## config.mk

```make
export PLATFORM = sky130hd
export DESIGN_NAME = rr_int_coalescer
export DESIGN_NICKNAME = d
export VERILOG_FILES = /design/src/rtl/rr_int_pkg.sv /design/src/rtl/rr_int_coalesce_chan.sv /design/src/rtl/rr_int_coalescer.sv
export SDC_FILE = /design/constraint.sdc
export NUM_CORES = 2
export LEC_CHECK = 0
export ABC_AREA = 1
export BUFFER_PORTS_ARGS = -buffer_cell sky130_fd_sc_hd__buf_2
export CAP_MARGIN = 20
export CORE_MARGIN = 2
export CORE_UTILIZATION = 30
export DETAILED_ROUTE_END_ITERATION = 10
export PLACE_DENSITY_LB_ADDON = 0.08
export REMOVE_ABC_BUFFERS = 1
export SLEW_MARGIN = 20
export SYNTH_ARGS = -nofsm -noshare
export SYNTH_HDL_FRONTEND = slang
export SYNTH_SLANG_ARGS = --single-unit
```

## constraint.sdc

```tcl
create_clock -name clk -period 3.75 [get_ports clk]
set_input_delay 1.125 -clock clk [delete_from_list [all_inputs] [get_ports clk]]
set_output_delay 1.125 -clock clk [all_outputs]
set_load 0.02 [all_outputs]
```

## src/rtl/rr_int_pkg.sv

```systemverilog
// rr_int_pkg: shared channel state encoding and default widths for the interrupt coalescer
package rr_int_pkg;
  typedef enum logic [1:0] {IDLE, ACCUM, REQ, WAIT_ACK} chan_st_e;
  localparam int DEF_NUM_INT   = 16;
  localparam int DEF_CNT_WIDTH = 16;
  localparam int DEF_TMO_WIDTH = 24;
  localparam int STAT_WIDTH    = 32;
endpackage

```

## src/rtl/rr_int_coalesce_chan.sv

```systemverilog
// rr_int_coalesce_chan: one coalescing channel (FSM, event counter, flush timer, overflow); RR_INT_COALESCE_STATS_EN adds the cnt_o tap
module rr_int_coalesce_chan import rr_int_pkg::*; #(
  parameter int CNT_WIDTH = DEF_CNT_WIDTH,
  parameter int TMO_WIDTH = DEF_TMO_WIDTH
) (
  input  logic                 clk,
  input  logic                 rstn,
  input  logic                 enable,
  input  logic                 ev,
  input  logic                 ack,
  input  logic                 ovf_clr,
  input  logic [CNT_WIDTH-1:0] thr,
  input  logic [TMO_WIDTH-1:0] tmo,
  output logic                 req,
  output logic                 outst,
  output logic                 ovf
`ifdef RR_INT_COALESCE_STATS_EN
  ,
  output logic [CNT_WIDTH-1:0] cnt_o
`endif
);
  chan_st_e st;
  logic [CNT_WIDTH-1:0] cnt, cnt_nx;
  logic [TMO_WIDTH-1:0] tmr, tmr_nx;
  logic fire, sat_ev;
`ifdef RR_INT_COALESCE_STATS_EN
  assign cnt_o = cnt;
`endif
  // saturating next count/timer, the fire decision and the saturated-event flag
  always_comb begin
    cnt_nx = (ev && !(&cnt)) ? cnt + CNT_WIDTH'(1) : cnt;
    tmr_nx = (&tmr) ? tmr : tmr + TMO_WIDTH'(1);
    fire   = enable && (cnt_nx >= thr || (tmo != '0 && tmr_nx >= tmo));
    sat_ev = ev && (&cnt) && (st == ACCUM || st == WAIT_ACK);
  end
  // channel FSM with registered req/outstanding; an event in REQ seeds the next batch
  always_ff @(posedge clk or negedge rstn) begin
    if (!rstn) begin
      st    <= IDLE;
      cnt   <= '0;
      tmr   <= '0;
      req   <= 1'b0;
      outst <= 1'b0;
      ovf   <= 1'b0;
    end else begin
      ovf <= sat_ev | (ovf & ~ovf_clr);
      case (st)
        IDLE: begin
          if (ev) begin
            st  <= ACCUM;
            cnt <= CNT_WIDTH'(1);
            tmr <= '0;
          end
        end
        ACCUM: begin
          cnt <= cnt_nx;
          tmr <= tmr_nx;
          req <= fire;
          if (fire) st <= REQ;
        end
        REQ: begin
          st    <= WAIT_ACK;
          cnt   <= CNT_WIDTH'(ev);
          tmr   <= '0;
          req   <= 1'b0;
          outst <= 1'b1;
        end
        WAIT_ACK: begin
          cnt <= cnt_nx;
          if (cnt != '0) tmr <= tmr_nx;
          if (ack) begin
            st    <= (cnt_nx != '0) ? ACCUM : IDLE;
            outst <= 1'b0;
          end
        end
      endcase
    end
  end
endmodule

```

## src/rtl/rr_int_coalescer.sv

```systemverilog
// rr_int_coalescer: per-channel event coalescing into int_req pulses; RR_INT_COALESCE_STATS_EN adds request/event/batch statistics
module rr_int_coalescer import rr_int_pkg::*; #(
  parameter int NUM_INT   = DEF_NUM_INT,
  parameter int CNT_WIDTH = DEF_CNT_WIDTH,
  parameter int TMO_WIDTH = DEF_TMO_WIDTH
) (
  input  logic                  clk,
  input  logic                  rstn,
  input  logic                  enable,
  input  logic [NUM_INT-1:0]    event_valid,
  input  logic [CNT_WIDTH-1:0]  threshold,
  input  logic [TMO_WIDTH-1:0]  timeout,
  output logic [NUM_INT-1:0]    int_req,
  input  logic [NUM_INT-1:0]    int_ack,
  output logic [NUM_INT-1:0]    outstanding,
  output logic [NUM_INT-1:0]    overflow,
  input  logic [NUM_INT-1:0]    overflow_clr
`ifdef RR_INT_COALESCE_STATS_EN
  ,
  input  logic                  stat_clr,
  output logic [STAT_WIDTH-1:0] stat_req_total,
  output logic [STAT_WIDTH-1:0] stat_event_total,
  output logic [CNT_WIDTH-1:0]  stat_max_batch
`endif
);
  logic [CNT_WIDTH-1:0] thr_eff;
  assign thr_eff = (threshold == '0) ? CNT_WIDTH'(1) : threshold;
`ifdef RR_INT_COALESCE_STATS_EN
  logic [CNT_WIDTH-1:0] cnt_w [NUM_INT];
  logic [STAT_WIDTH-1:0] req_sum, ev_sum;
  logic [CNT_WIDTH-1:0] max_nx;
  // population counts of this cycle's requests/events and the running batch maximum
  always_comb begin
    req_sum = '0;
    ev_sum  = '0;
    max_nx  = stat_max_batch;
    for (int i = 0; i < NUM_INT; i++) begin
      req_sum = req_sum + STAT_WIDTH'(int_req[i]);
      ev_sum  = ev_sum + STAT_WIDTH'(event_valid[i]);
      max_nx  = (int_req[i] && cnt_w[i] > max_nx) ? cnt_w[i] : max_nx;
    end
  end
  // wrapping totals and batch maximum, synchronously cleared by stat_clr
  always_ff @(posedge clk or negedge rstn) begin
    if (!rstn) begin
      stat_req_total   <= '0;
      stat_event_total <= '0;
      stat_max_batch   <= '0;
    end else if (stat_clr) begin
      stat_req_total   <= '0;
      stat_event_total <= '0;
      stat_max_batch   <= '0;
    end else begin
      stat_req_total   <= stat_req_total + req_sum;
      stat_event_total <= stat_event_total + ev_sum;
      stat_max_batch   <= max_nx;
    end
  end
`endif
  for (genvar g = 0; g < NUM_INT; g++) begin : g_chan
    rr_int_coalesce_chan #(.CNT_WIDTH(CNT_WIDTH), .TMO_WIDTH(TMO_WIDTH)) u_chan (
      .clk     (clk),
      .rstn    (rstn),
      .enable  (enable),
      .ev      (event_valid[g]),
      .ack     (int_ack[g]),
      .ovf_clr (overflow_clr[g]),
      .thr     (thr_eff),
      .tmo     (timeout),
      .req     (int_req[g]),
      .outst   (outstanding[g]),
      .ovf     (overflow[g])
`ifdef RR_INT_COALESCE_STATS_EN
      ,
      .cnt_o   (cnt_w[g])
`endif
    );
  end
endmodule

```

### Word level (Yosys, flattened, before mapping)

Index checks and enable logic that the tools add are counted.
Widths: inputs -> output; s select.

| operators by class | value |
|---|---|
| $add $sub $neg | 32 |
| magnitude comparators | 32 |
| eq/ne operators | 112 |
| muxes and demuxes | 241 |
| bitwise gates (word level) | 48 |
| reductions and logical operators | 306 |

Operators with widths:

| operator | count |
|---|---|
| $pmux 24 s4 | 16 |
| $mux 24 | 48 |
| $pmux 16 s3 | 16 |
| $mux 16 | 33 |
| $reduce_bool 16->1 | 32 |
| $add 24x1->24 const B | 16 |
| $ge 24x24->1 | 16 |
| $reduce_and 24->1 | 16 |
| $add 16x1->16 const B | 16 |
| $ge 16x16->1 | 16 |
| $reduce_and 16->1 | 16 |
| $pmux 2 s4 | 16 |
| $mux 2 | 48 |
| $ne 2x2->1 const B | 48 |
| $logic_and 1x1->1 | 80 |
| $eq 2x2->1 const B | 32 |
| $pmux 1 s2 | 32 |
| $reduce_and 2->1 | 32 |
| $reduce_bool 2->1 | 32 |
| $reduce_and 3->1 | 16 |
| $eq 2x1->1 const B | 16 |
| $logic_not 2->1 | 16 |
| $logic_or 1x1->1 | 32 |
| $mux 1 | 32 |
| 8 further kinds | 98 |

| word-level totals | value |
|---|---|
| bits in registers | 720 |
| input bits | 91 |
| output and inout bits | 48 |
| word-level logic and storage cells | 867 |

### Depth between registers and ports, before layout

| depth | value |
|---|---|
| word-level depth | 9 |
| gate-level depth with buffers | 29 |
| gate-level depth less buffers | 29 |

### Modules after synthesis

From an unflattened synthesis, not the netlist that was laid out.

| unflattened totals | value |
|---|---|
| cell total of the unflattened synthesis | 10962 |
| area total of the unflattened synthesis | 71279.6 µm² |

By module, submodules not included:

| module | times used | cells each | area each (µm²) |
|---|---|---|---|
| rr_int_coalesce_chan (g_chan[0].u_chan ...) | 14 | 687 | 4460.5 |
| rr_int_coalesce_chan (g_chan[9].u_chan) | 1 | 666 | 4409.2 |
| rr_int_coalesce_chan (g_chan[2].u_chan) | 1 | 646 | 4302.9 |
| rr_int_coalescer | 1 | 32 | 120.1 |

### Worst setup path after synthesis

No wires, ideal clock.

| timing | value |
|---|---|
| path kind | input port to flip-flop |
| from | input event_valid[12] |
| to | register g_chan[12].u_chan.st[0] |
| data arrival time | 3048 ps |
| slack | 586 ps |
| stages | 21 |
| buffers on the path | 2 |
| cells stage by stage | buf_2 > inv_1 > nor2_2 > buf_6 > nand2_1 > o21ai_1 > inv_1 > ha_1 > a21oi_1 > o21a_1 > nand2_1 > nand2_1 > nand2_1 > nor2_1 > nand2_1 > nand2_1 > nand2_1 > nand2_1 > inv_1 > nand2_1 > nand2_1 |

| between the ends | value |
|---|---|
| cells in the longest elaborated chain, start to end | 7 |
| elaborated cells between the ends (all ways) | 12 |

Ends and longest elaborated chain:

| element | line | source |
|---|---|---|
| start: declaration | rr_int_coalescer.sv:10 | `input logic [NUM_INT-1:0] event_valid,` |
| $logic_and 1x1->1 | rr_int_coalesce_chan.sv:31 | `cnt_nx = (ev && !(&cnt)) ? cnt + CNT_WIDTH'(1) : cnt;` |
| $mux 16 | rr_int_coalesce_chan.sv:31 |  |
| $ge 16x16->1 | rr_int_coalesce_chan.sv:33 | `fire = enable && (cnt_nx >= thr \|\| (tmo != '0 && tmr_nx >= tmo));` |
| $logic_or 1x1->1 | rr_int_coalesce_chan.sv:33 |  |
| $logic_and 1x1->1 | rr_int_coalesce_chan.sv:33 |  |
| $ne 2x1->1 (no line) | n/a |  |
| $reduce_and 3->1 (no line) | n/a |  |
| end signal: assignment | rr_int_coalesce_chan.sv:72 | `st <= (cnt_nx != '0) ? ACCUM : IDLE;` |
| end: declaration | rr_int_coalesce_chan.sv:22 | `chan_st_e st;` |

Several ways; a longest one is shown, not always the timed one. The select of a mux whose other input is x is not followed.
A chain may end at the register's enable or synchronous reset.

### Final worst setup path

| timing | value |
|---|---|
| from | register g_chan[2].u_chan.tmr[0] |
| to | register g_chan[2].u_chan.st[0] |

| between the ends | value |
|---|---|
| cells in the longest elaborated chain, start to end | 8 |
| elaborated cells between the ends (all ways) | 9 |

Ends and longest elaborated chain:

| element | line | source |
|---|---|---|
| start: declaration | rr_int_coalesce_chan.sv:24 | `logic [TMO_WIDTH-1:0] tmr, tmr_nx;` |
| start signal: assignment | rr_int_coalesce_chan.sv:57 | `tmr <= tmr_nx;` |
| start signal: assignment | rr_int_coalesce_chan.sv:70 | `if (cnt != '0) tmr <= tmr_nx;` |
| $add 24x1->24 or $reduce_and 24->1 (tied branches) | rr_int_coalesce_chan.sv:32 | `tmr_nx = (&tmr) ? tmr : tmr + TMO_WIDTH'(1);` |
| $mux 24 * | rr_int_coalesce_chan.sv:32 |  |
| $ge 24x24->1 * | rr_int_coalesce_chan.sv:33 |  |
| $logic_and 1x1->1 * | rr_int_coalesce_chan.sv:33 |  |
| $logic_or 1x1->1 * | rr_int_coalesce_chan.sv:33 |  |
| $logic_and 1x1->1 * | rr_int_coalesce_chan.sv:33 |  |
| $ne 2x1->1 (no line) * | n/a |  |
| $reduce_and 3->1 (no line) * | n/a |  |
| end signal: assignment | rr_int_coalesce_chan.sv:72 |  |
| end: declaration | rr_int_coalesce_chan.sv:22 |  |

Every way passes the cells marked *; elsewhere a longest branch is shown, timed or not.

==> results.json <==
{
  "status": "finished clean",
  "grt_pass1_vias": 63400,
  "critPathCaptureType": "flop",
  "pin_count": 139,
  "drv_slew": 0,
  "seqPwrFrac_pct": 28.7,
  "cts.clk_slew.worst_paths_ps": 60,
  "gr-total-overflow": 0,
  "grt_start_max_net_pins": 88,
  "drc": 0,
  "max-slew-margin-rel_pct": 50.0,
  "r2r_end": "g_chan[2].u_chan.st[0]",
  "p_leak_nw": 39.4,
  "cts_buffers": 104,
  "setup_viol": 0,
  "final_cells": 13200,
  "hold_viol_final": 0,
  "drt_iter0_drc": 4515,
  "ys_async_sr_fraction_pct": 100,
  "rrSetupSlack_ps": 270,
  "reg2reg_depth": 20,
  "globalplace.congestion": 0.890,
  "hpwl_mm": 180,
  "vias": 64800,
  "wl_per_cell_um": 18.4,
  "hold_ws_ps": 307,
  "cts_root_buf": "clkbuf_16",
  "synthMostInstantiatedCell": "nand2_1",
  "clock_path_buffers": 3,
  "syn_area_um2": 65800,
  "cp-start-kind": "flop",
  "port_buffers": 138,
  "die_x_um": 472,
  "row_count": 171,
  "cts.sinks": 720,
  "fin_crit_ps": 3480,
  "preCtsSetupSlack_ps": -149,
  "antenna_left": 0,
  "clock.fmax_mhz": 287,
  "dieArea_um2": 223000,
  "timing.rr.start": "g_chan[2].u_chan.tmr[0]",
  "clk_latency_ps": 770,
  "synth_cell_types": 59,
  "switching_share_pct": 45.1,
  "yosys-top-cells-count": "3017 x nand2_1, 1358 x inv_1, 873 x nor2_1, 768 x ha_1, 720 x dfrtp_1",
  "grt_first_pass_wirelength_mm": 377,
  "synth.area.top_cells": "dfrtp_1 27%, nand2_1 17%, ha_1 15%, inv_1 7.7%, nor2_1 5.0%",
  "worst_slew_pin_slew_ps": 747,
  "combinationalPowerShare_pct": 42.4,
  "min_path_type": "in -> async",
  "yosysTopAreaCell": "dfrtp_1",
  "ctsHoldBuffers": 0,
  "max-cap-violations": 0,
  "synth_flop_cell": "dfrtp_1",
  "coreArea_um2": 218000,
  "yosysSeqAreaShare_pct": 27.4,
  "power.switching_mw": 16.2,
  "placed_cells": 12900,
  "crit_fanout": 4,
  "nets": 11100,
  "internal_power_mw": 19.8,
  "critPathKind": "reg -> reg",
  "grt_usage_pct": 21.5,
  "finClkSkew_ps": 39.8,
  "area_delta_synth_final_pct": 16.8,
  "avgViaCountPerCell": 4.93,
  "synth-seq-cells": 720,
  "worst_slack_ps": 267,
  "power_density_nw_per_um2": 469,
  "synth_edf_count": 0,
  "antenna_found_initial": 14,
  "p_total_mw": 36.0,
  "h-tree-depth": 3,
  "synth_top_area_share_pct": 27.4,
  "post-route-period-util_pct": 92.9,
  "drt-pass1-iter-count": 5,
  "irDropWorstVdd_uv": 339,
  "cp.required_ps": 4390,
  "yosysWarnings": 0,
  "p_clk_share_pct": 28.8,
  "drive_above_1_share_pct": 10.3,
  "drt-total-wl_mm": 243,
  "cts_tree": "done",
  "chipHeight_um": 472,
  "syn_inst": 9763,
  "crit_arrival_ps": 4120,
  "syn_area_per_cell_um2": 6.74,
  "start_util_pct": 30.3
}
[critical path, stage by stage, from the launching register on]
cell	delay (ps)
dfrtp_1	400
buf_4	130
inv_1	80
nor3_2	240
nand2_1	110
nor4_1	490
xor2_1	190
nand2_1	90
ha_1	300
a21oi_1	130
o21ai_0	110
a21oi_1	270
nand3_1	160
nand2_2	160
nand2_1	80
nand2_2	90
nand2_1	60
nand2_1	100
inv_1	60
nand2_1	60
nand2_1	40
[state kept, by name, indices dropped and copies added (netlist names)]
signal,flops
g_chan.u_chan.cnt,256
g_chan.u_chan.outst,16
g_chan.u_chan.ovf,16
g_chan.u_chan.req,16
g_chan.u_chan.st,32
g_chan.u_chan.tmr,384
[placed cells by master (no fill, tap or decap), drive strengths merged, types with 36 or more instances in the layout]
| cell | count |
|---|---|
| ha | 768 |
| nand4 | 262 |
| nand2 | 3049 |
| nor4 | 89 |
| a22o | 74 |
| o21a | 36 |
| dfrtp | 720 |
| nor2 | 934 |
| a21oi | 362 |
| o21ai | 502 |
| nor3 | 184 |
| inv | 1407 |
| nand3 | 406 |
| xor2 | 329 |
| o22ai | 274 |
| clkbuf | 160 |
| buf | 544 |
| xnor2 | 36 |
[logic make-up after synthesis]
family	share of synthesized area (%)
xor gates and xnor gates	4.89
buffers and inverters	9.67
adders and majority gates	14.6
and+or+nand+nor	31.7
DFF	27.4
AOI/OAI and AO/OA	11.8
[per-layer routing]
metal / track usage, % / wire length, µm / share of wire (%) / up-vias
met2: 34.5 / 107000 / 44 / 1234
met5: 0 / 12 / 0.0049 / -
li1: - / - / - / 32800
met3: 2.20 / 9690 / 4.0 / 217
met4: 3.98 / 3860 / 1.6 / 2
met1: 31.2 / 122000 / 50 / 30500
[metrics by stage]
step / cell area, µm² / setup TNS (ps) / utilization, %
detailed placement: 72600 / -550 / 33.4
global placement: 72600 / -492 / 33.4
global route: 76900 / -95.8 / 35.3
finish: 76900 / 0 / 35.3
floorplan: 64800 / 0 / -
CTS: 76100 / 0 / 35.0
[cell type report]
type,count,area (µm²)
timing repair buffer,544,4440
sequential,720,18000
inverter,1416,5320
clock inverter,28,373
fill,23400,141000
tap,2854,3570
multi-input combinational,7437,42000
clock buffer,160,3120
antenna,1,2.50
[what timing repair did]
item	in CTS	in global routing
setup endpoints to repair	0	44
resized for setup	0	153
buffers inserted	0	26
[worst max path at each step]
stage	from	end	slack (ps)	cells after the start
detailed placement	event_valid[10]	g_chan[10].u_chan.st[1]	-150	18
floorplan	event_valid[9]	g_chan[9].u_chan.tmr[3]	220	8
finish	g_chan[2].u_chan.tmr[0]	g_chan[2].u_chan.st[0]	270	20
global route	g_chan[2].u_chan.tmr[0]	g_chan[2].u_chan.st[0]	-40	20
global placement	event_valid[10]	g_chan[10].u_chan.st[1]	-140	18
CTS	g_chan[2].u_chan.tmr[1]	g_chan[2].u_chan.st[0]	10	26
[power groups by stage]
| stage | combinational [mW] | sequential (mW) | clock, mW |
|---|---|---|---|
| 2_1_floorplan | 9.31 | 10.2 | 0 |
| 3_3_place_gp | 15.2 | 10.4 | 0 |
| 3_5_place_dp | 15.3 | 10.4 | 0 |
| 4_1_cts | 15.4 | 10.3 | 10.8 |
| 5_1_grt | 17.4 | 10.5 | 11.1 |
| 6_report | 15.3 | 10.3 | 10.4 |
(Power assumes the default switching activity.)
